--- src/rtl/lsu_dmem_master.sv ---
// Data-memory initiator for the LSU: one load/store in flight, word-aligned requests,
// byte lanes, load extension, alignment faults and a response timeout.
module lsu_dmem_master #(
    parameter int unsigned XLEN    = 32,
    parameter int unsigned TIMEOUT = 255
) (
    input  logic            clk,
    input  logic            rst,
    input  logic            req_valid,
    output logic            req_ready,
    input  logic            req_wen,
    input  logic [1:0]      req_size,
    input  logic            req_unsigned,
    input  logic [XLEN-1:0] req_addr,
    input  logic [XLEN-1:0] req_wdata,
    output logic            resp_valid,
    input  logic            resp_ready,
    output logic [XLEN-1:0] resp_rdata,
    output logic [1:0]      resp_err,
    output logic            dmem_valid,
    input  logic            dmem_ready,
    output logic [XLEN-1:0] dmem_addr,
    output logic            dmem_wen,
    output logic [3:0]      dmem_wmask,
    output logic [XLEN-1:0] dmem_wdata,
    input  logic            dmem_rvalid,
    input  logic [XLEN-1:0] dmem_rdata
);

    localparam int unsigned CNT_W = (TIMEOUT > 1) ? $clog2(TIMEOUT) : 1;

    localparam logic [1:0] ERR_OK       = 2'b00;
    localparam logic [1:0] ERR_MISALIGN = 2'b01;
    localparam logic [1:0] ERR_TIMEOUT  = 2'b10;
    localparam logic [1:0] ERR_SIZE     = 2'b11;

    typedef enum logic [1:0] {IDLE, REQ, WAIT, RESP} state_t;

    state_t           state;
    logic             wen_q;
    logic [1:0]       size_q;
    logic             uns_q;
    logic [1:0]       off_q;
    logic [CNT_W-1:0] cnt;

    logic [3:0]       wmask_c;
    logic [XLEN-1:0]  wdata_c;
    logic             misaligned_c;
    logic [XLEN-1:0]  shifted_c;
    logic [XLEN-1:0]  load_data_c;
    logic             timeout_hit_c;

    // Ready is combinational so it drops during reset and rises on the first cycle after.
    assign req_ready = (state == IDLE) && !rst;

    // Byte enables, lane replication and alignment check for the incoming request.
    always_comb begin
        wmask_c      = 4'b1111;
        wdata_c      = req_wdata;
        misaligned_c = 1'b0;
        case (req_size)
            2'b00: begin
                wmask_c = 4'b0001 << req_addr[1:0];
                wdata_c = {4{req_wdata[7:0]}};
            end
            2'b01: begin
                wmask_c      = 4'b0011 << req_addr[1:0];
                wdata_c      = {2{req_wdata[15:0]}};
                misaligned_c = req_addr[0];
            end
            2'b10: misaligned_c = (req_addr[1:0] != 2'b00);
            default: ;
        endcase
    end

    // Pick the addressed lane out of the returned word and extend it.
    always_comb begin
        shifted_c   = dmem_rdata >> {off_q, 3'b000};
        load_data_c = dmem_rdata;
        case (size_q)
            2'b00:   load_data_c = {{(XLEN-8){~uns_q & shifted_c[7]}}, shifted_c[7:0]};
            2'b01:   load_data_c = {{(XLEN-16){~uns_q & shifted_c[15]}}, shifted_c[15:0]};
            default: ;
        endcase
    end

    assign timeout_hit_c = (TIMEOUT != 0) && (cnt == CNT_W'(TIMEOUT - 1));

    always_ff @(posedge clk) begin
        if (rst) begin
            state      <= IDLE;
            wen_q      <= 1'b0;
            size_q     <= 2'b00;
            uns_q      <= 1'b0;
            off_q      <= 2'b00;
            cnt        <= '0;
            resp_valid <= 1'b0;
            resp_rdata <= '0;
            resp_err   <= ERR_OK;
            dmem_valid <= 1'b0;
            dmem_addr  <= '0;
            dmem_wen   <= 1'b0;
            dmem_wmask <= 4'b0000;
            dmem_wdata <= '0;
        end else begin
            case (state)
                IDLE: begin
                    if (req_valid) begin
                        wen_q  <= req_wen;
                        size_q <= req_size;
                        uns_q  <= req_unsigned;
                        off_q  <= req_addr[1:0];
                        if (req_size == 2'b11) begin
                            state      <= RESP;
                            resp_valid <= 1'b1;
                            resp_rdata <= '0;
                            resp_err   <= ERR_SIZE;
                        end else if (misaligned_c) begin
                            state      <= RESP;
                            resp_valid <= 1'b1;
                            resp_rdata <= '0;
                            resp_err   <= ERR_MISALIGN;
                        end else begin
                            state      <= REQ;
                            cnt        <= '0;
                            dmem_valid <= 1'b1;
                            dmem_addr  <= {req_addr[XLEN-1:2], 2'b00};
                            dmem_wen   <= req_wen;
                            dmem_wmask <= req_wen ? wmask_c : 4'b0000;
                            dmem_wdata <= wdata_c;
                        end
                    end
                end
                REQ: begin
                    cnt <= cnt + CNT_W'(1);
                    if (dmem_ready && dmem_rvalid) begin
                        state      <= RESP;
                        dmem_valid <= 1'b0;
                        resp_valid <= 1'b1;
                        resp_rdata <= wen_q ? '0 : load_data_c;
                        resp_err   <= ERR_OK;
                    end else if (timeout_hit_c) begin
                        state      <= RESP;
                        dmem_valid <= 1'b0;
                        resp_valid <= 1'b1;
                        resp_rdata <= '0;
                        resp_err   <= ERR_TIMEOUT;
                    end else if (dmem_ready) begin
                        state      <= WAIT;
                        dmem_valid <= 1'b0;
                    end
                end
                WAIT: begin
                    cnt <= cnt + CNT_W'(1);
                    if (dmem_rvalid) begin
                        state      <= RESP;
                        resp_valid <= 1'b1;
                        resp_rdata <= wen_q ? '0 : load_data_c;
                        resp_err   <= ERR_OK;
                    end else if (timeout_hit_c) begin
                        state      <= RESP;
                        resp_valid <= 1'b1;
                        resp_rdata <= '0;
                        resp_err   <= ERR_TIMEOUT;
                    end
                end
                RESP: begin
                    if (resp_ready) begin
                        state      <= IDLE;
                        resp_valid <= 1'b0;
                    end
                end
                default: state <= IDLE;
            endcase
        end
    end

endmodule
--- config.mk ---
export PLATFORM = sky130hd
export DESIGN_NAME = lsu_dmem_master
export DESIGN_NICKNAME = d
export VERILOG_FILES = /design/src/rtl/lsu_dmem_master.sv
export SDC_FILE = /design/constraint.sdc
export NUM_CORES = 1
export LEC_CHECK = 0
export BUFFER_PORTS_ARGS = -buffer_cell sky130_fd_sc_hd__buf_2
export CAP_MARGIN = 0
export CORE_MARGIN = 8
export CORE_UTILIZATION = 30
export CTS_CLUSTER_DIAMETER = 50
export DETAILED_ROUTE_END_ITERATION = 10
export PLACE_DENSITY_LB_ADDON = 0.1
export SLEW_MARGIN = 30
export SYNTH_ARGS = -nofsm -noshare
export SYNTH_HDL_FRONTEND = slang
export SYNTH_SLANG_ARGS = --single-unit
--- constraint.sdc ---
create_clock -name clk -period 5.7 [get_ports clk]
set_input_delay 0 -clock clk [delete_from_list [all_inputs] [get_ports clk]]
set_output_delay 0 -clock clk [all_outputs]
set_load 0.1 [all_outputs]
# After elaboration in Yosys (flattened, before gate mapping)
# Cells that the tools add are included.
[totals] register_bits=119 output_inout_bits=106 input_bits=106
[op_classes] bitwise_logic=5 n_eq_ne=15 n_mux=49 add_sub_neg=1 shifts=3 reduce_logical=18
[op_table] op="2-to-1 mux 32 bit" count=7
[op_table] op="case mux 32 bit (2 select lines)" count=2
[op_table] op="case mux 32 bit (3 select lines)" count=1
[op_table] op="right shift 32 x 5 -> 16 bit" count=1
[op_table] op="2-to-1 mux 2 bit" count=15
[op_table] op="2-to-1 mux 8 bit" count=3
[op_table] op="case mux 8 bit (2 select lines)" count=1
[op_table] op="2-to-1 mux 1 bit" count=13
[op_table] op="AND reduction 4 bit" count=3
[op_table] op="adder 8 x 1 -> 8 bit (second input constant)" count=1
[op_table] op="== test 2 bit (second input constant)" count=4
[op_table] op="== test 8 bit (second input constant)" count=1
[op_table] op="inequality test 2 bit (second input constant)" count=4
[op_table] op="case mux 2 bit (4 select lines)" count=1
[op_table] op="case mux 4 bit (2 select lines)" count=1
[op_table] op="== test 2 x 1 -> 1 bit (second input constant)" count=3
[op_table] op="zero test 2 bit" count=3
[op_table] op="case mux 2 bit (3 select lines)" count=1
[op_table] op="AND reduction 3 bit" count=2
[op_table] op="nonzero test 2 bit" count=3
[op_table] op="AND reduction 5 bit" count=1
[op_table] op="2-to-1 mux 4 bit" count=1
[op_table] op="inequality test 4 bit (second input constant)" count=1
[op_table] op="case mux 1 bit (2 select lines)" count=2
[op_table] op="other kinds (12)" count=16

# Depth between registers and ports, before layout
# Gate-level depths: netlist (run 1).
[depth] depth_word=6 mapped_depth=12 depth_no_buf=7

# Worst setup path after synthesis (run 1)
# Ideal clock, no wire load.
[synth_path] kind="input port to flip-flop" start="in req_size[1]" end="reg resp_rdata[20]" t_arrival_ns=2.014 cell_stages=12 required_time_ns=5.582 setup_time_ns=0.118 slack_ns=3.568 path_cell_list="clkbuf_1 > inv_1 > ha_1 > buf_2 > nor2_2 > o211ai_4 > and4_1 > buf_6 > and2b_1 > buf_6 > buf_12 > a22o_1"
[synth_between] elab_chain_len=4
[synth_rtl] element="start: declaration" line_no="12" text="input logic [1:0] req_size,"
[synth_rtl] element="== test 2 bit, or another cell as far along" line_no="61" text="case (req_size)"
[synth_rtl] element="case mux 1 bit (2 select lines) or 2-to-1 mux 32 bit (tied branches)" line_no="61, 113"
[synth_rtl] element="inequality test 3 x 2 -> 1 bit (no source line) or 2-to-1 mux 32 bit (tied branches)"
[synth_rtl] element="AND reduction 3 bit (no source line) or case mux 32 bit (3 select lines) (tied branches)"
[synth_rtl] element="end signal: assignment" line_no="140" text="resp_rdata <= wen_q ? '0 : load_data_c;"
[synth_rtl] element="end signal: assignment" line_no="158" text="resp_rdata <= wen_q ? '0 : load_data_c;"
[synth_rtl] element="end: declaration" line_no="18" text="output logic [XLEN-1:0] resp_rdata,"
# Parallel ways exist; a longest one is shown, timed or not. The select of a mux whose other input is x is not followed.
# A chain may end at the register's enable or synchronous reset.

# Worst setup path in the final report (run 1)
[layout_path] start="reg state[0]" end="reg dmem_wmask[3]"
[layout_between] elab_chain_len=2
[layout_rtl] element="start: declaration" line_no="39" text="state_t state;"
[layout_rtl] element="start signal: assignment" line_no="91" text="state <= IDLE;"
[layout_rtl] element="start signal: assignment" line_no="114" text="state <= RESP;"
[layout_rtl] element="start signal: assignment" line_no="119" text="state <= RESP;"
[layout_rtl] element="zero test 2 bit" line_no="106" text="case (state)"
[layout_rtl] element="AND reduction 4 bit (no source line)"
[layout_rtl] element="end signal: assignment" line_no="129" text="dmem_wmask <= req_wen ? wmask_c : 4'b0000;"
[layout_rtl] element="end: declaration" line_no="24" text="output logic [3:0] dmem_wmask,"
# No other way between the ends.

==> results of run 1 <==
==> power by group <==
group          switching [mW]  leakage [nW]  internal [mW]  total, mW
Clock                   0.380         0.291          0.714       1.09
Combinational            1.32          2.25          0.390       1.71
Sequential              0.102         0.970          0.957       1.06
==> sequential cells by signal (all words and copies together) (netlist names) <==
register,count
uns_q,1
state,2
dmem_wen,1
dmem_valid,1
wen_q,1
off_q,2
dmem_wdata,32
resp_rdata,32
cnt,8
size_q,2
dmem_wmask,4
resp_err,2
dmem_addr,30
resp_valid,1
==> final cells by class <==
| cell class | count | share of cell area, % |
|---|---|---|
| Antenna cell | 1 | 0.0308 |
| Clock buffer | 21 | 5.79 |
| Clock inverter | 9 | 1.54 |
| Inverter | 17 | 0.785 |
| Multi-Input combinational cell | 474 | 35.1 |
| Sequential cell | 119 | 29.3 |
| Tap cell | 229 | 3.53 |
| Timing Repair Buffer | 299 | 23.9 |
==> metal layers <==
metal / routed length [um] / part of all wire [%] / vias to the layer above
li1: - / - / 2875
met1: 8580 / 44 / 2695
met2: 9180 / 47 / 194
met3: 1440 / 7.4 / 25
met4: 374 / 1.9 / 0
met5: 0 / 0 / -
==> worst register-to-register path, cell delays in order, from the launching register on <==
cell	delay, ns
dfxtp_1	0.36
inv_1	0.16
ha_1	0.67
and3b_1	0.32
o31a_2	0.72
buf_4	0.52
nand3_1	0.14
a21oi_1	0.17
==> per-stage QoR <==
step	setup WS [ns]	power [mW]	hold slack [ns]	std cells	util [%]
4_1_cts	2.49	3.89	0.00333	1168	44.9
3_3_place_gp	2.62	2.71	0.241	1051	36.8
5_1_grt	2.23	4.06	0.0396	1169	44.9
6_report	2.54	3.86	0.0185	1169	44.9
2_1_floorplan	3.57	2.44	0.136	660	-
3_5_place_dp	2.51	2.74	0.248	1051	36.8
==> worst paths after layout <==
path,start,end,slack [ns],depth (start not counted)
setup / recovery,state[0],dmem_wmask[3],2.54,7
hold reg to reg,dmem_wmask[2],dmem_wmask[2],0.45,2
setup reg to reg,state[0],dmem_wmask[3],2.54,7
hold / removal,dmem_rdata[14],resp_rdata[14],0.02,4
==> placed cells by master, fill, tap and decap left out, types with 3 or more instances in the layout <==
cell           synthesis  layout
buf_2                 13     209
dfxtp_1              119     118
nand2_1              107     107
dlygate4sd3_1          0      87
a21oi_1               74      74
nor2_1                40      40
a22o_1                32      32
a211oi_1              29      29
o21ai_0               28      28
o22ai_1               20      20
nand2b_1              19      19
clkbuf_16              0      17
inv_1                 16      16
mux2i_1               15      15
nand3_1               12      12
ha_1                  12      12
nor3_1                11      11
and2_1                12      11
o2bb2ai_1              8       8
nand3b_1               8       8
clkinv_2               0       4
nor3b_1                3       3
xor2_1                 3       3
clkbuf_8               0       3
bufinv_16              0       3
buf_4                  3       3
==> logic make-up (layout without fill, tap and decap cells) <==
family / count (synthesis) / count (layout)
buf+inv: 67 / 346
mux: 16 / 16
other cells: 1 / 3
flops: 119 / 119
simple gates: 228 / 228
compound gates: 212 / 212
xor+xnor: 4 / 4
fa+ha+maj: 12 / 12
==> timing repair <==
item,CTS,global route
hold endpoints to repair,89,0
hold buffers,87,0
gates resized for setup,0,0
==> impl_metrics.env, run 1 <==
export IMPL_gp_congestion=0.808
export IMPL_min_path_type="primary input to flip-flop"
export IMPL_outcome="finished, final reports clean"
export IMPL_place_area_um2=6650
export IMPL_overflow=0
export IMPL_rsz0062_at_grt="no"
export IMPL_end_kind="flip-flop"
export IMPL_wl_per_cell_um=16.7
export IMPL_crit_family="compound AO/OA/AOI/OAI gates"
export IMPL_post_route_period_util_pct=55.4
export IMPL_clk_latency_ns=0.41
export IMPL_layout_area_overhead_vs_synth_pct=46.2
export IMPL_hold_viol_final=0
export IMPL_multi_input_area_um2=2850
export IMPL_synthMuxAreaShare_pct=2.90
export IMPL_finalClockSkew_ns=0.00664
export IMPL_synth_common_cells="dfxtp_1, nand2_1, a21oi_1"
export IMPL_cap_violations=0
export IMPL_final_layout_size_suffix_gt1_share_pct=27.2
export IMPL_via_count=5789
export IMPL_leakagePower_nw=3.51
export IMPL_min_period_ns=3.16
export IMPL_ys_flop_type="dfxtp_1"
export IMPL_fin_nets=1046
export IMPL_synth_seq_cells=119
export IMPL_synth_xor_area_share_pct=0.630
export IMPL_core_rowCount=49
export IMPL_use_met3_pct=5.87
export IMPL_setup_violations=0
export IMPL_timing_critical_path_buf_inv=2
export IMPL_clock_fmax_mhz=317
export IMPL_ant_nets=0
export IMPL_drc_errors=0
export IMPL_synth_area_leader_cell="dfxtp_1"
export IMPL_cts_buffer_depth=2
export IMPL_initial_core_util_pct=30.7
export IMPL_ir_worst_vdd_v=0.000215
export IMPL_crit_arrival_ns=3.48
export IMPL_critical_path_max_fanout=45
export IMPL_place_port_buffers=209
export IMPL_worstPathRequired_ns=6.02
export IMPL_synthAdderAreaFrac_pct=2.70
export IMPL_synth_area_leaders="dfxtp_1, nand2_1, a21oi_1"
export IMPL_cp_start_kind="flip-flop"
export IMPL_post_synth_cell_area_avg_um2=8.43
export IMPL_cts_made_buffers=17
export IMPL_register_area_um2=2380
export IMPL_synth_edf_count=0
export IMPL_clk_pin_slew_ns=0.05
export IMPL_setup_tns_ns=0
export IMPL_synth_compound_area_share_pct=25.6
export IMPL_netlist_area_leader_share_pct=42.9
export IMPL_synthesis_area_um2=5560
export IMPL_worstMarginPinSlew_ns=0.957
export IMPL_power_density_nw_per_um2=475
export IMPL_cp_slowest_cell="o31a_2"
export IMPL_htree_levels=4
export IMPL_synthArstFlopShare_pct=0
export IMPL_synth_cell_types=57
export IMPL_drv_slew=0
export IMPL_ys_warnings_count=0
export IMPL_dieArea_um2=23100
export IMPL_grtUsageTotal_pct=16.6
export IMPL_path_cells="inv_1 -> ha_1 -> and3b_1 -> o31a_2 -> buf_4 -> nand3_1 -> a21oi_1"
export IMPL_grt_antenna_before_repair=1
export IMPL_die_y_um=152
export IMPL_dr_pass1_iters=5
export IMPL_grt_pass1_vias=5940
export IMPL_post_synth_top_count_cell="dfxtp_1"
export IMPL_ctsRootBufferMaster="clkbuf_16"
export IMPL_drtIter0Drc=408
export IMPL_detailed_place_hpwl_um=13800
export IMPL_core_area_um2=18100
export IMPL_viasPerCell=4.95
export IMPL_cts_tree="yes"
export IMPL_top_usage_layer="met2"
export IMPL_clkSinkCount=119
export IMPL_critPathMaxStageDelay_ns=0.72
export IMPL_final_area_um2=8130
export IMPL_yosysSeqAreaShare_pct=42.9
export IMPL_slew_limit_headroom_pct=36.2
export IMPL_cts_setup_buffers=0
export IMPL_criticalPathCategory="flip-flop to flip-flop"
export IMPL_grt_first_pass_wirelength_um=31400
export IMPL_routed_wl_um=19600
export IMPL_met1_usage_pct=19.7
export IMPL_synthCells=659
export IMPL_chipWidth_um=152
export IMPL_grt_max_degree=85
export IMPL_fillers=1794
export IMPL_synth_top_family_by_area="compound AO/OA/AOI/OAI gates"
export IMPL_yosys_area_share_simple_pct=19.1
export IMPL_grtUsageMet2_pct=26.9
export IMPL_boundaryPins=212
No activity file was read; power rests on OpenSTA's default activity.
==> run 2, diff against run 1 <==
- ABC_AREA: default -> 1
- clock period: 5.7 -> 3.26 ns (I/O delays scaled with it)
==> run 2 against run 1 <==
Net effect: via count grew 17%; combinational power grew 96%; clock-buffer cell count shrank 3; synthesized cell count grew 37%; register-to-register slack lost 2.1 ns; global-route usage grew 0.91 points; cell count grew 25%; critical path type is now primary input to flip-flop; critical endpoint is now dmem_wdata[20]; largest cell class unchanged; largest power group unchanged.
==> impl_metrics.env, run 2 <==
export IMPL_outcome="finished, final reports clean"
export IMPL_wl_per_cell_um=15.2
export IMPL_hold_depth=5
export IMPL_gp_congestion=0.842
export IMPL_cp_slowest_cell="dlygate4sd3_1"
export IMPL_synth_cell_types=35
export IMPL_post_synth_cell_area_avg_um2=6.80
export IMPL_routed_wl_um=22100
export IMPL_synthArstFlopShare_pct=0
export IMPL_crit_family="buffers and inverters"
export IMPL_clk_latency_ns=0.42
export IMPL_ant_nets=0
export IMPL_min_to="resp_rdata[27]"
export IMPL_overflow=0
export IMPL_initial_core_util_pct=30.5
export IMPL_synthesis_area_um2=6140
export IMPL_ir_worst_vdd_v=0.000510
export IMPL_synth_area_leaders="dfxtp_1, nand2_1, a21oi_1"
export IMPL_layout_common_cells="nand2_1, buf_2, a21oi_1"
export IMPL_critical_path_max_fanout=26
export IMPL_end_kind="flip-flop"
export IMPL_cts_buffer_depth=2
export IMPL_synth_edf_count=0
export IMPL_register_area_um2=2380
export IMPL_core_rowCount=52
export IMPL_critPathMaxStageDelay_ns=0.58
export IMPL_post_synth_top_count_cell="nand2_1"
export IMPL_chipWidth_um=159
export IMPL_synthCells=903
export IMPL_postCtsHoldBufs=89
export IMPL_cts_resized=0
export IMPL_ys_flop_type="dfxtp_1"
export IMPL_netlist_area_leader_share_pct=38.8
export IMPL_detailed_place_hpwl_um=15900
export IMPL_synth_area_leader_cell="dfxtp_1"
export IMPL_reg2reg_depth=10
export IMPL_cp_num_cells=13
export IMPL_timing_critical_path_buf_inv=6
export IMPL_setup_violations=0
export IMPL_ctsRootBufferMaster="clkbuf_16"
export IMPL_via_count=6750
export IMPL_ys_warnings_count=0
export IMPL_core_area_um2=20200
export IMPL_place_port_buffers=209
export IMPL_diodes=0
export IMPL_dieArea_um2=25300
export IMPL_r2r_end="dmem_wdata[20]"
export IMPL_finalClockSkew_ns=0.0114
export IMPL_die_y_um=159
export IMPL_post_route_period_util_pct=88.7
export IMPL_power_density_nw_per_um2=795
export IMPL_cap_violations=0
export IMPL_drc_errors=0
export IMPL_layout_area_overhead_vs_synth_pct=42.8
export IMPL_fin_nets=1296
export IMPL_cts_made_buffers=17
export IMPL_multi_input_area_um2=3180
export IMPL_cp_start_kind="primary input"
export IMPL_setup_tns_ns=0
export IMPL_min_from="dmem_rdata[27]"
export IMPL_place_area_um2=7330
export IMPL_dr_pass1_iters=5
export IMPL_slew_limit_headroom_pct=43.7
export IMPL_drv_slew=0
export IMPL_fillers=2151
export IMPL_clock_fmax_mhz=346
export IMPL_grtUsageTotal_pct=17.5
export IMPL_crit_arrival_ns=3.24
export IMPL_synth_seq_cells=119
export IMPL_cts_setup_buffers=0
export IMPL_worstPathRequired_ns=3.61
export IMPL_criticalPathCategory="primary input to flip-flop"
export IMPL_clk_pin_slew_ns=0.06
export IMPL_cts_tree="yes"
export IMPL_rsz0062_at_grt="no"
export IMPL_grt_pass1_vias=6961
export IMPL_min_period_ns=2.89
export IMPL_grt_max_degree=68
export IMPL_path_cells="dlygate4sd3_1 -> buf_2 -> clkinv_1 -> ha_1 -> nand2_1 -> nand2_1 -> nand3_2 -> nand3_2 -> inv_2 -> buf_4 -> o21ai_1 -> a31oi_1 -> dlygate4sd3_1"
export IMPL_leakagePower_nw=4.00
export IMPL_hold_viol_final=0
export IMPL_rr_startpoint="state[0]"
export IMPL_ff2ff_setup_slack_ns=0.45
export IMPL_htree_levels=4
export IMPL_boundaryPins=212
export IMPL_final_common_cell="nand2_1"
export IMPL_drtIter0Drc=328
export IMPL_clkSinkCount=119
export IMPL_reg_top3="dmem_wdata x32, resp_rdata x32, dmem_addr x30"
export IMPL_viasPerCell=4.62
export IMPL_final_area_um2=8770
export IMPL_min_path_type="primary input to flip-flop"
export IMPL_synth_common_cells="nand2_1, a21oi_1, dfxtp_1"
export IMPL_final_layout_size_suffix_gt1_share_pct=24.9
export IMPL_worstMarginPinSlew_ns=0.845
export IMPL_yosysSeqAreaShare_pct=38.8
export IMPL_grt_antenna_before_repair=0
export IMPL_grt_first_pass_wirelength_um=36400
run 2: cell count changes after synthesis, moves of 12 or more:
cell / before / now
o22ai_1: 20 / 5
nand2b_1: 19 / 0
inv_1: 16 / 75
a21oi_1: 74 / 147
nand3_2: 0 / 14
nand3_1: 12 / 49
a211oi_1: 29 / 0
nor2_1: 40 / 63
mux2i_1: 15 / 0
o21ai_0: 28 / 47
o21ai_1: 2 / 26
and2_1: 12 / 0
a22o_1: 32 / 0
nand2_1: 107 / 230
run 2: report_power, final:
group | leakage [nW] | total (mW) | switching (mW) | internal [mW]
Clock | 0.265 | 1.78 | 0.774 | 1.01
Sequential | 0.970 | 1.83 | 0.160 | 1.67
Combinational | 2.77 | 3.36 | 2.66 | 0.704
run 2: worst min-delay path: cells and delay by family:
family	cells	cell delay [ns]
AO/OA/AOI/OAI	2	0.11
AND/OR/NAND/NOR	1	0.08
buffers and inverters	2	0.19
run 2: routing by layer:
metal,track usage [%],wire length [um],vias up
met1,20.5,9590,3020
li1,-,-,3506
met5,0,0,-
met4,5.02,375,0
met2,29.0,10400,200
met3,6.90,1810,24
run 2: kinds of logic after synthesis:
logic type / share of synthesized area [%]
compound gates: 21.0
xor+xnor: 0.570
fa+ha+maj: 2.44
buf+inv: 9.59
flops: 38.8
other cells: 0.0610
simple gates: 27.6
run 2: layout make-up:
class,instances,share of cell area (%)
flip-flops and latches,119,27.2
multi-input cells,648,36.3
clock inverters,14,1.27
inverters,86,3.68
repair buffers,306,22.8
well taps,270,3.85
clock buffers,18,5.01
run 2: worst max-delay path by stage:
stage | end | from | slack [ns]
2_1_floorplan | req_ready | state[0] | 1.25
3_3_place_gp | dmem_addr[5] | state[1] | 0.96
3_5_place_dp | dmem_addr[2] | state[0] | 0.92
4_1_cts | dmem_wdata[20] | req_size[1] | 0.45
5_1_grt | dmem_wdata[20] | req_size[1] | 0.04
6_report | dmem_wdata[20] | req_size[1] | 0.37
run 2: per-stage QoR:
step	utilization [%]	power, mW	instances	setup slack, ns	hold WS, ns
4_1_cts	43.5	7.05	1461	0.455	0.000345
3_5_place_dp	36.3	5.14	1340	0.917	0.257
6_report	43.5	6.97	1461	0.369	0.0156
5_1_grt	43.5	7.44	1461	0.0356	0.0254
2_1_floorplan	-	4.53	904	1.25	0.144
3_3_place_gp	36.3	5.15	1340	0.961	0.250
